### src/rtl/video_pkg.sv
// Shared constants for the video resync controller: FSM states, mode codes, counter widths.
package video_pkg;

    localparam int unsigned HCNT_W = 13;
    localparam int unsigned VCNT_W = 10;

    localparam logic [HCNT_W-1:0] HCNT_MAX = {HCNT_W{1'b1}};
    localparam logic [VCNT_W-1:0] VCNT_MAX = {VCNT_W{1'b1}};

    typedef logic [1:0] ctrlState;

    localparam ctrlState StSearch = 2'd0;
    localparam ctrlState StVerify = 2'd1;
    localparam ctrlState StResync = 2'd2;
    localparam ctrlState StLocked = 2'd3;

    localparam logic [1:0] MODE_NTSC  = 2'd0;
    localparam logic [1:0] MODE_PAL   = 2'd1;
    localparam logic [1:0] MODE_OTHER = 2'd2;

    function automatic logic [1:0] classifyMode(input logic [VCNT_W-1:0] lines,
                                                input logic [VCNT_W-1:0] palLines,
                                                input logic [VCNT_W-1:0] ntscLines);
        if (lines == palLines) begin
            return MODE_PAL;
        end else if (lines == ntscLines) begin
            return MODE_NTSC;
        end
        return MODE_OTHER;
    endfunction

endpackage

### src/rtl/sync_edge_det.sv
// Two-flop synchroniser for an asynchronous level, with registered rise/fall pulses.
module sync_edge_det (
    input  logic clk,
    input  logic reset,
    input  logic din,
    output logic rise,
    output logic fall
);

    logic [1:0] syncQ;
    logic       prevQ;
    logic       riseQ;
    logic       fallQ;

    always_ff @(posedge clk) begin
        if (reset) begin
            syncQ <= 2'b00;
            prevQ <= 1'b0;
            riseQ <= 1'b0;
            fallQ <= 1'b0;
        end else begin
            syncQ <= {syncQ[0], din};
            prevQ <= syncQ[1];
            riseQ <= syncQ[1] & ~prevQ;
            fallQ <= ~syncQ[1] & prevQ;
        end
    end

    assign rise = riseQ;
    assign fall = fallQ;

endmodule

### src/rtl/video_resync_ctrl.sv
// Measures C64 line/frame timing, waits for it to settle, then fires one HDMI resync pulse
// at the start of active video and supervises the resulting lock.
module video_resync_ctrl
    import video_pkg::*;
#(
    parameter int unsigned STABLE_FRAMES = 4,
    parameter int unsigned H_TOL         = 2,
    parameter int unsigned PAL_LINES     = 312,
    parameter int unsigned NTSC_LINES    = 263
) (
    input  logic        clk,
    input  logic        reset,
    input  logic        hs,
    input  logic        vs,
    input  logic        de,
    input  logic        ntscmode,
    output logic [1:0]  mode,
    output logic        locked,
    output logic        vreset,
    output logic [12:0] line_len,
    output logic [9:0]  frame_lines
);

    localparam int unsigned STABLE_W = $clog2(STABLE_FRAMES + 1);
    localparam logic [STABLE_W-1:0] STABLE_TARGET = STABLE_W'(STABLE_FRAMES);
    localparam logic [HCNT_W-1:0]   HTOL          = HCNT_W'(H_TOL);
    localparam logic [VCNT_W-1:0]   PAL_L         = VCNT_W'(PAL_LINES);
    localparam logic [VCNT_W-1:0]   NTSC_L        = VCNT_W'(NTSC_LINES);

    logic hsFall, vsFall, deRise;
    logic hsRise, vsRise, deFall;
    logic unusedEdges;

    sync_edge_det uHsSync (.clk(clk), .reset(reset), .din(hs), .rise(hsRise), .fall(hsFall));
    sync_edge_det uVsSync (.clk(clk), .reset(reset), .din(vs), .rise(vsRise), .fall(vsFall));
    sync_edge_det uDeSync (.clk(clk), .reset(reset), .din(de), .rise(deRise), .fall(deFall));

    assign unusedEdges = hsRise ^ vsRise ^ deFall;

    logic [HCNT_W-1:0]   hcnt, hcntD;
    logic [VCNT_W-1:0]   vcnt, vcntD, vcntInc;
    logic [HCNT_W-1:0]   lineLenQ, lineLenD, refLenQ, lenDiff;
    logic [VCNT_W-1:0]   frameLinesQ, frameLinesD, refLinesQ;
    logic [STABLE_W-1:0] stableCntQ, stableCntD;
    ctrlState            stateQ, stateD;
    logic                vresetQ, vresetD;
    logic [1:0]          modeQ;
    logic                watchdog, frameMatch, capture;

    // Measurements fold in this cycle's events so the FSM judges the frame that just closed.
    always_comb begin
        lineLenD = lineLenQ;
        hcntD    = (hcnt == HCNT_MAX) ? hcnt : hcnt + 1'b1;
        if (hsFall) begin
            lineLenD = (hcnt == HCNT_MAX) ? HCNT_MAX : hcnt + 1'b1;
            hcntD    = '0;
        end
        vcntInc     = (hsFall && vcnt != VCNT_MAX) ? vcnt + 1'b1 : vcnt;
        frameLinesD = vsFall ? vcntInc : frameLinesQ;
        vcntD       = vsFall ? '0 : vcntInc;
    end

    assign lenDiff    = (lineLenD >= refLenQ) ? lineLenD - refLenQ : refLenQ - lineLenD;
    assign frameMatch = (lenDiff <= HTOL) && (frameLinesD == refLinesQ);
    assign watchdog   = (hcnt == HCNT_MAX) || (vcnt == VCNT_MAX);

    always_comb begin
        stateD     = stateQ;
        stableCntD = stableCntQ;
        capture    = 1'b0;
        vresetD    = 1'b0;
        if (watchdog) begin
            stateD = StSearch;
        end else begin
            case (stateQ)
                StSearch: begin
                    if (vsFall) begin
                        capture    = 1'b1;
                        stableCntD = '0;
                        stateD     = StVerify;
                    end
                end
                StVerify: begin
                    if (vsFall && frameMatch) begin
                        stableCntD = stableCntQ + 1'b1;
                        if (stableCntQ + 1'b1 == STABLE_TARGET) begin
                            stateD = StResync;
                        end
                    end else if (vsFall) begin
                        capture    = 1'b1;
                        stableCntD = '0;
                    end
                end
                StResync: begin
                    // Reaching another vs without seeing de means the frame is not as expected.
                    if (vsFall) begin
                        capture    = 1'b1;
                        stableCntD = '0;
                        stateD     = StVerify;
                    end else if (deRise) begin
                        vresetD = 1'b1;
                        stateD  = StLocked;
                    end
                end
                StLocked: begin
                    if (vsFall && !frameMatch) begin
                        capture    = 1'b1;
                        stableCntD = '0;
                        stateD     = StVerify;
                    end
                end
                default: stateD = StSearch;
            endcase
        end
    end

    always_ff @(posedge clk) begin
        if (reset) begin
            hcnt        <= '0;
            vcnt        <= '0;
            lineLenQ    <= '0;
            frameLinesQ <= '0;
            refLenQ     <= '0;
            refLinesQ   <= '0;
            stableCntQ  <= '0;
            stateQ      <= StSearch;
            vresetQ     <= 1'b0;
            modeQ       <= MODE_NTSC;
        end else begin
            hcnt        <= hcntD;
            vcnt        <= vcntD;
            lineLenQ    <= lineLenD;
            frameLinesQ <= frameLinesD;
            stableCntQ  <= stableCntD;
            stateQ      <= stateD;
            vresetQ     <= vresetD;
            if (capture) begin
                refLenQ   <= lineLenD;
                refLinesQ <= frameLinesD;
            end
            modeQ <= (stateQ == StLocked) ? classifyMode(frameLinesQ, PAL_L, NTSC_L)
                                          : {1'b0, ~ntscmode};
        end
    end

    assign locked      = (stateQ == StLocked);
    assign vreset      = vresetQ;
    assign mode        = modeQ;
    assign line_len    = lineLenQ;
    assign frame_lines = frameLinesQ;

endmodule
### config.mk
export PLATFORM = sky130hd
export DESIGN_NAME = video_resync_ctrl
export DESIGN_NICKNAME = d
export VERILOG_FILES = /design/src/rtl/video_pkg.sv /design/src/rtl/sync_edge_det.sv /design/src/rtl/video_resync_ctrl.sv
export SDC_FILE = /design/constraint.sdc
export NUM_CORES = 1
export LEC_CHECK = 0
export BUFFER_PORTS_ARGS = -buffer_cell sky130_fd_sc_hd__buf_2
export CAP_MARGIN = 25
export CORE_MARGIN = 2
export CORE_UTILIZATION = 30
export CTS_BUF_LIST = sky130_fd_sc_hd__clkbuf_2
export CTS_CLUSTER_SIZE = 14
export DETAILED_ROUTE_END_ITERATION = 10
export GPL_TIMING_DRIVEN = 1
export HOLD_SLACK_MARGIN = 0.02
export PLACE_DENSITY = 0.55
export SETUP_SLACK_MARGIN = 0.15
export SYNTH_ARGS = -nofsm -noshare
export SYNTH_HDL_FRONTEND = slang
export SYNTH_SLANG_ARGS = --single-unit
### constraint.sdc
create_clock -name clk -period 11 [get_ports clk]
set_input_delay 2.2 -clock clk [delete_from_list [all_inputs] [get_ports clk]]
set_output_delay 2.2 -clock clk [all_outputs]
set_load 0.05 [all_outputs]
==> results of run 1 <==
layout make-up:
type	instances	area [µm²]	share of cell area, %
Clock inverter	5	56.3	0.924
Tap cell	234	293	4.80
Timing Repair Buffer	36	190	3.12
Sequential cell	89	1780	29.2
Multi-Input combinational cell	516	3540	58.2
Inverter	46	173	2.83
Clock buffer	11	55.1	0.903
flip-flops by register name (all words and copies together) (netlist names), 2 cells and up:
| name | cells |
|---|---|
| frame_lines | 10 |
| hcnt | 13 |
| line_len | 13 |
| mode | 2 |
| refLenQ | 13 |
| refLinesQ | 10 |
| stableCntQ | 3 |
| stateQ | 2 |
| uDeSync.syncQ | 2 |
| uHsSync.syncQ | 2 |
| uVsSync.syncQ | 2 |
| vcnt | 10 |
metal layers:
| metal | GRT usage [%] | up-vias |
|---|---|---|
| met5 | 0 | - |
| met4 | 3.16 | 0 |
| met3 | 3.57 | 12 |
| met2 | 22.8 | 130 |
| met1 | 20.6 | 2284 |
| li1 | - | 2473 |
worst min-delay path by stage:
stage | start | to | cells past startpoint
6_report | uDeSync.prevQ$_SDFF_PP0_ | uDeSync.rise$_SDFF_PP0_ | 1
5_1_grt | uVsSync.syncQ[1]$_SDFF_PP0_ | uVsSync.fall$_SDFF_PP0_ | 1
4_1_cts | uDeSync.prevQ$_SDFF_PP0_ | uDeSync.rise$_SDFF_PP0_ | 1
3_5_place_dp | uDeSync.prevQ$_SDFF_PP0_ | uDeSync.rise$_SDFF_PP0_ | 1
3_3_place_gp | uDeSync.prevQ$_SDFF_PP0_ | uDeSync.rise$_SDFF_PP0_ | 1
2_1_floorplan | uDeSync.prevQ$_SDFF_PP0_ | uDeSync.rise$_SDFF_PP0_ | 1
report_power, final:
group	internal, mW	total [mW]	switching [mW]
Sequential	0.329	0.333	0.00450
Combinational	0.0525	0.137	0.0845
Clock	0.0541	0.171	0.116
worst max-delay path: cells and delay by family (launching register included):
kind / cells / cell delay (ns)
and+or+nand+nor: 6 / 1.77
DFF: 1 / 0.48
adders and majority gates: 2 / 0.61
buffers and inverters: 1 / 0.10
muxes: 2 / 0.79
AOI/OAI and AO/OA: 8 / 2.66
kinds of logic (layout without fill, tap and decap cells):
logic type | Yosys count | count (layout) | synth area share (%)
muxes | 18 | 18 | 3.46
xor gates and xnor gates | 32 | 32 | 5.46
adders and majority gates | 37 | 37 | 8.48
DFF | 89 | 89 | 31.6
and+or+nand+nor | 249 | 249 | 23.8
AOI/OAI and AO/OA | 180 | 180 | 21.7
buffers and inverters | 76 | 98 | 5.55
layout by cell type, fill, tap and decap left out, types with 4 or more instances in the layout:
| cell | instances |
|---|---|
| and4_1 | 4 |
| mux2_2 | 12 |
| a21o_1 | 9 |
| nor2b_1 | 23 |
| o21bai_1 | 4 |
| nand4_1 | 10 |
| o31ai_1 | 4 |
| nor4b_1 | 4 |
| buf_4 | 4 |
| and3_1 | 12 |
| mux2i_1 | 6 |
| o21a_1 | 4 |
| a221oi_1 | 5 |
| nand2_1 | 38 |
| nand2b_1 | 5 |
| buf_2 | 32 |
| clkbuf_2 | 11 |
| a211oi_1 | 14 |
| a21oi_1 | 37 |
| a31oi_1 | 7 |
| nor3_1 | 6 |
| ha_1 | 35 |
| xor2_1 | 14 |
| xnor2_1 | 16 |
| nor3b_1 | 7 |
| or3_1 | 13 |
| nand3b_1 | 5 |
| and2_1 | 18 |
| o21ai_0 | 48 |
| nor2_1 | 77 |
| inv_1 | 46 |
| o211ai_1 | 6 |
| o2111ai_1 | 7 |
| nand3_1 | 13 |
| dfxtp_1 | 89 |
through the flow:
stage | worst slack (ns) | hold slack [ns] | area, µm²
6_report | 4.50 | 0.399 | 6090
5_1_grt | 3.93 | 0.440 | 6090
4_1_cts | 4.44 | 0.403 | 6090
3_5_place_dp | 4.50 | 0.377 | 5980
3_3_place_gp | 4.61 | 0.372 | 5980
2_1_floorplan | 5.99 | 0.367 | 5630
==> metrics, run 1 <==
run status finished clean; Yosys top cell area share 31.6%; CP Data Arrival Time between 6 and 7 ns; Overflow after GRT 0; Resize count post-CTS 0; Non-Filler Instances between 900 and 1000; Avg WL per Cell 15.2 µm; Post-CTS Setup Inserts 0; Power per Cell Area 105 nW/µm²; RSZ-0062 raised after global routing false; total nets after synthesis 724; Tcrit/Tclk final approximately 60%; syn_area_per_cell 8.27 µm²; Synth area leader dfxtp_1; Worst slew margin between 30% and 40%; First-pass DRT Iterations 5; Worst Skew between 0.03 and 0.04 ns; CP Capture Type flip-flop; critical path required time approximately 11 ns; Setup TNS 0 ns; met2 WL 6210 µm; gpl congestion 0.915; clock insertion delay at the later pin of the skew report 0.59 ns; placed insts just over 900; count of pins over their slew limit 0; Achievable Freq between 150 and 200 MHz; post-DP HPWL ~10000 µm; Core Rows 50; Unique masters post-synth 73; final WL 14200 µm; Core Region 18600 µm²; post-synthesis sequential area ratio between 30% and 40%; Setup crit end refLenQ[0]$_SDFFE_PP0P_; Cells after Synth 681; Max Cap Viol 0; DIE AREA 19900 µm²; total power 641 µW; root buf cell clkbuf_2; cts hold-fix bufs 0; routed via count between 4000 and 5000; Mapped Area 5630 µm²; Top Ports 33; worst reg2reg setup slack 4.50 ns; FF+latch count, synth slightly below 90; critical-path maximum fanout 16; Worst R2R End refLenQ[0]$_SDFFE_PP0P_; Post-route DRC 0; max incr delay on CP between 0.7 and 0.8 ns; met3 wire length ~740 µm; Final ANT Viol Nets 0; crit start category flip-flop; synth cell count leaders dfxtp_1, nor2_1, o21ai_0, inv_1, nand2_1; Syn-to-layout area delta 8.15%; Crit Path Category flip-flop to flip-flop; Final Util between 30% and 40%; CP startpoint hcnt[0]$_SDFFE_PP0N_; global-route wire length before repair 23600 µm; TritonCTS buffer count 9; CTS H-tree depth 3; antenna violations before repair 0; largest cells by area after synthesis dfxtp_1, ha_1, nor2_1; Syn. warnings 0; Chip Width 141 µm; CTS Sinks 89; clk slew on worst S/H paths between 0.2 and 0.25 ns; Post-synth EDFFs 0; Die Y 141 µm; Worst R2R Path Depth 19; Tot GR Track Use 14.6%; Diodes inserted 0; Slew @ Worst Pin 1.03 ns; number of global-route vias before repair roughly 4500; Starting Density 30.3%; CTS tree built; Peak VDD IR 0.0000663 V; worst flop-to-flop path startpoint hcnt[0]$_SDFFE_PP0N_; prevailing post-synth register cell dfxtp_1; port bufs 32; pin count of the biggest net entering global routing 58; Post-synth ARST share 0%; fillcell total between 1500 and 2000; nets@finish 741; Setup violations, final 0; CP cell instances ha_1 > and3_1 > and2_1 > nand4_1 > and2_1 > nand2_1 > o21ai_0 > inv_1 > ha_1 > a21oi_1 > o21ai_0 > a221oi_1 > mux2_2 > a2111oi_0 > o21bai_1 > nor4bb_1 > a21oi_1 > o21ai_2 > mux2_2; wl on met1 roughly 7100 µm; vias per std cell 5.23; top layer in use met4; Final Hold Viols 0; layout cells sized above 1 11.1%; Clock Tree Buf Depth 2; Iteration-0 DRC Markers 330; Pleak approximately 2.6 nW; top-count cell post-synth dfxtp_1; hold crit path type flip-flop to flip-flop; CP max stage cell o21ai_2; min Tclk post-route about 6.5 ns
(Power assumes the default switching activity.)
==> run 2: changes to the inputs <==
Clock period 11 ns to 6.6 ns, I/O delays scaled along.
==> metrics, run 2 (same netlist as run 1, synthesis figures left out) <==
clock insertion delay at the later pin of the skew report just under 0.6 ns; final instance area approximately 6200 µm²; CTS H-tree depth 3; Setup violations, final 0; Syn-to-layout area delta 10.1%; critical path required time 7.08 ns; critical-path maximum fanout 13; Top Ports 33; CTS Sinks 89; Final ANT Viol Nets 0; worst reg2reg setup slack 0.69 ns; Clock Tree Buf Depth 2; Overflow after GRT 0; Core Region 18600 µm²; number of global-route vias before repair 4589; hold crit path type flip-flop to flip-flop; CTS tree built; cell area after placement 6010 µm²; Chip Width 141 µm; GR Util met1 19.9%; Tot GR Track Use ~15%; run status finished clean; Worst Skew between 0.03 and 0.04 ns; CP Capture Type flip-flop; Post-route DRC 0; fillcell total between 1500 and 2000; crit start category flip-flop; layout cells sized above 1 11.9%; Slew @ Worst Pin 0.804 ns; Achievable Freq 169 MHz; Tcrit/Tclk final approximately nine tenths; Iteration-0 DRC Markers 231; Crit Path Category flip-flop to flip-flop; final WL 14200 µm; Final Hold Viols 0; Max Cap Viol 0; root buf cell clkbuf_2; Core Rows 50; pin count of the biggest net entering global routing 58; Power per Cell Area 189 nW/µm²; First-pass DRT Iterations 4; met2 global-route usage 24.4%; CP Data Arrival Time 6.39 ns; GRT met3 Usage 2.55%; Setup TNS 0 ns; routed via count around 4900; DIE AREA about 20000 µm²; vias per std cell roughly 5.2; busiest grt layer met2; Worst slew margin 46.3%; antenna violations before repair 0; Avg WL per Cell approximately 15 µm; gpl congestion 0.857; clk slew on worst S/H paths 0.22 ns; TritonCTS buffer count 9; most common cell after layout, fill and taps aside dfxtp_1; global-route wire length before repair 23500 µm; register area between 1500 and 2000 µm²; nets@finish ~750; cts hold-fix bufs 0; Pleak 2.60 nW; min Tclk post-route 5.91 ns; Peak VDD IR approximately 0.000096 V; count of pins over their slew limit 0; Die Y 141 µm; port bufs 32; Starting Density between 30 and 40%; RSZ-0062 raised after global routing false; post-DP HPWL 10600 µm; Diodes inserted 0; commonest non-fill, non-tap cells in the layout dfxtp_1, nor2_1, o21ai_0; Multi-input gate area 3560 µm²
[run 2: worst paths after layout]
path	end	from	cells past startpoint
worst max register to register	refLenQ[1]$_SDFFE_PP0P_	hcnt[0]$_SDFFE_PP0N_	21
worst min register to register	uDeSync.rise$_SDFF_PP0_	uDeSync.prevQ$_SDFF_PP0_	1
worst min-delay path	uDeSync.rise$_SDFF_PP0_	uDeSync.prevQ$_SDFF_PP0_	1
worst max-delay path	refLenQ[1]$_SDFFE_PP0P_	hcnt[0]$_SDFFE_PP0N_	21
[run 2: report_power, final]
part | internal [mW] | switching (mW)
clock network | 0.197 | 0.189
logic | 0.0890 | 0.143
registers | 0.548 | 0.00818
total | 0.835 | 0.340
[run 2: cell type report]
type	instances	area share [%]
timing repair buffer	40	3.55
inverter	46	2.78
multi-input combinational	516	57.4
tap	234	4.72
clock inverter	6	2.12
sequential	89	28.7
clock buffer	9	0.726
[run 2: repair_timing]
action	CTS	global route
endpoints found under the setup margin	0	14
gates resized for setup	0	5
setup buffers	0	0
[run 2: worst max-delay path, stage by stage, from the launching register on]
cell and delay, ns:
dfxtp_1 0.42, ha_1 0.26, and3_1 0.19, and2_1 0.20
nand4_1 0.28, buf_4 0.23, and2_1 0.15, nand2_1 0.05
o21ai_0 0.26, inv_1 0.11, ha_1 0.54, nand4_1 0.17
o31ai_1 0.36, a211oi_1 0.20, and2_1 0.23, o41a_1 0.49
nor4b_1 0.39, nor4bb_1 0.26, a21oi_1 0.16, o21ai_4 0.28
buf_4 0.25, mux2_2 0.34
[run 2: metrics by stage]
step / hold slack, ns / utilization (%) / cells / setup WS [ns] / total power, mW
finish: 0.401 / 33.4 / 940 / 0.694 / 1.17
global route: 0.422 / 33.4 / 940 / 0.199 / 1.24
CTS: 0.405 / 33.3 / 940 / 0.479 / 1.19
detailed placement: 0.379 / 32.4 / 925 / 0.522 / 0.794
global placement: 0.370 / 32.4 / 925 / 0.677 / 0.794
floorplan: 0.367 / - / 681 / 1.59 / 0.741
[run 2: routing by layer]
metal / part of all wire, % / vias to the layer above
met5: 0 / -
met4: 0.97 / 0
met3: 3.3 / 12
met2: 46 / 79
met1: 49 / 2286
li1: - / 2484
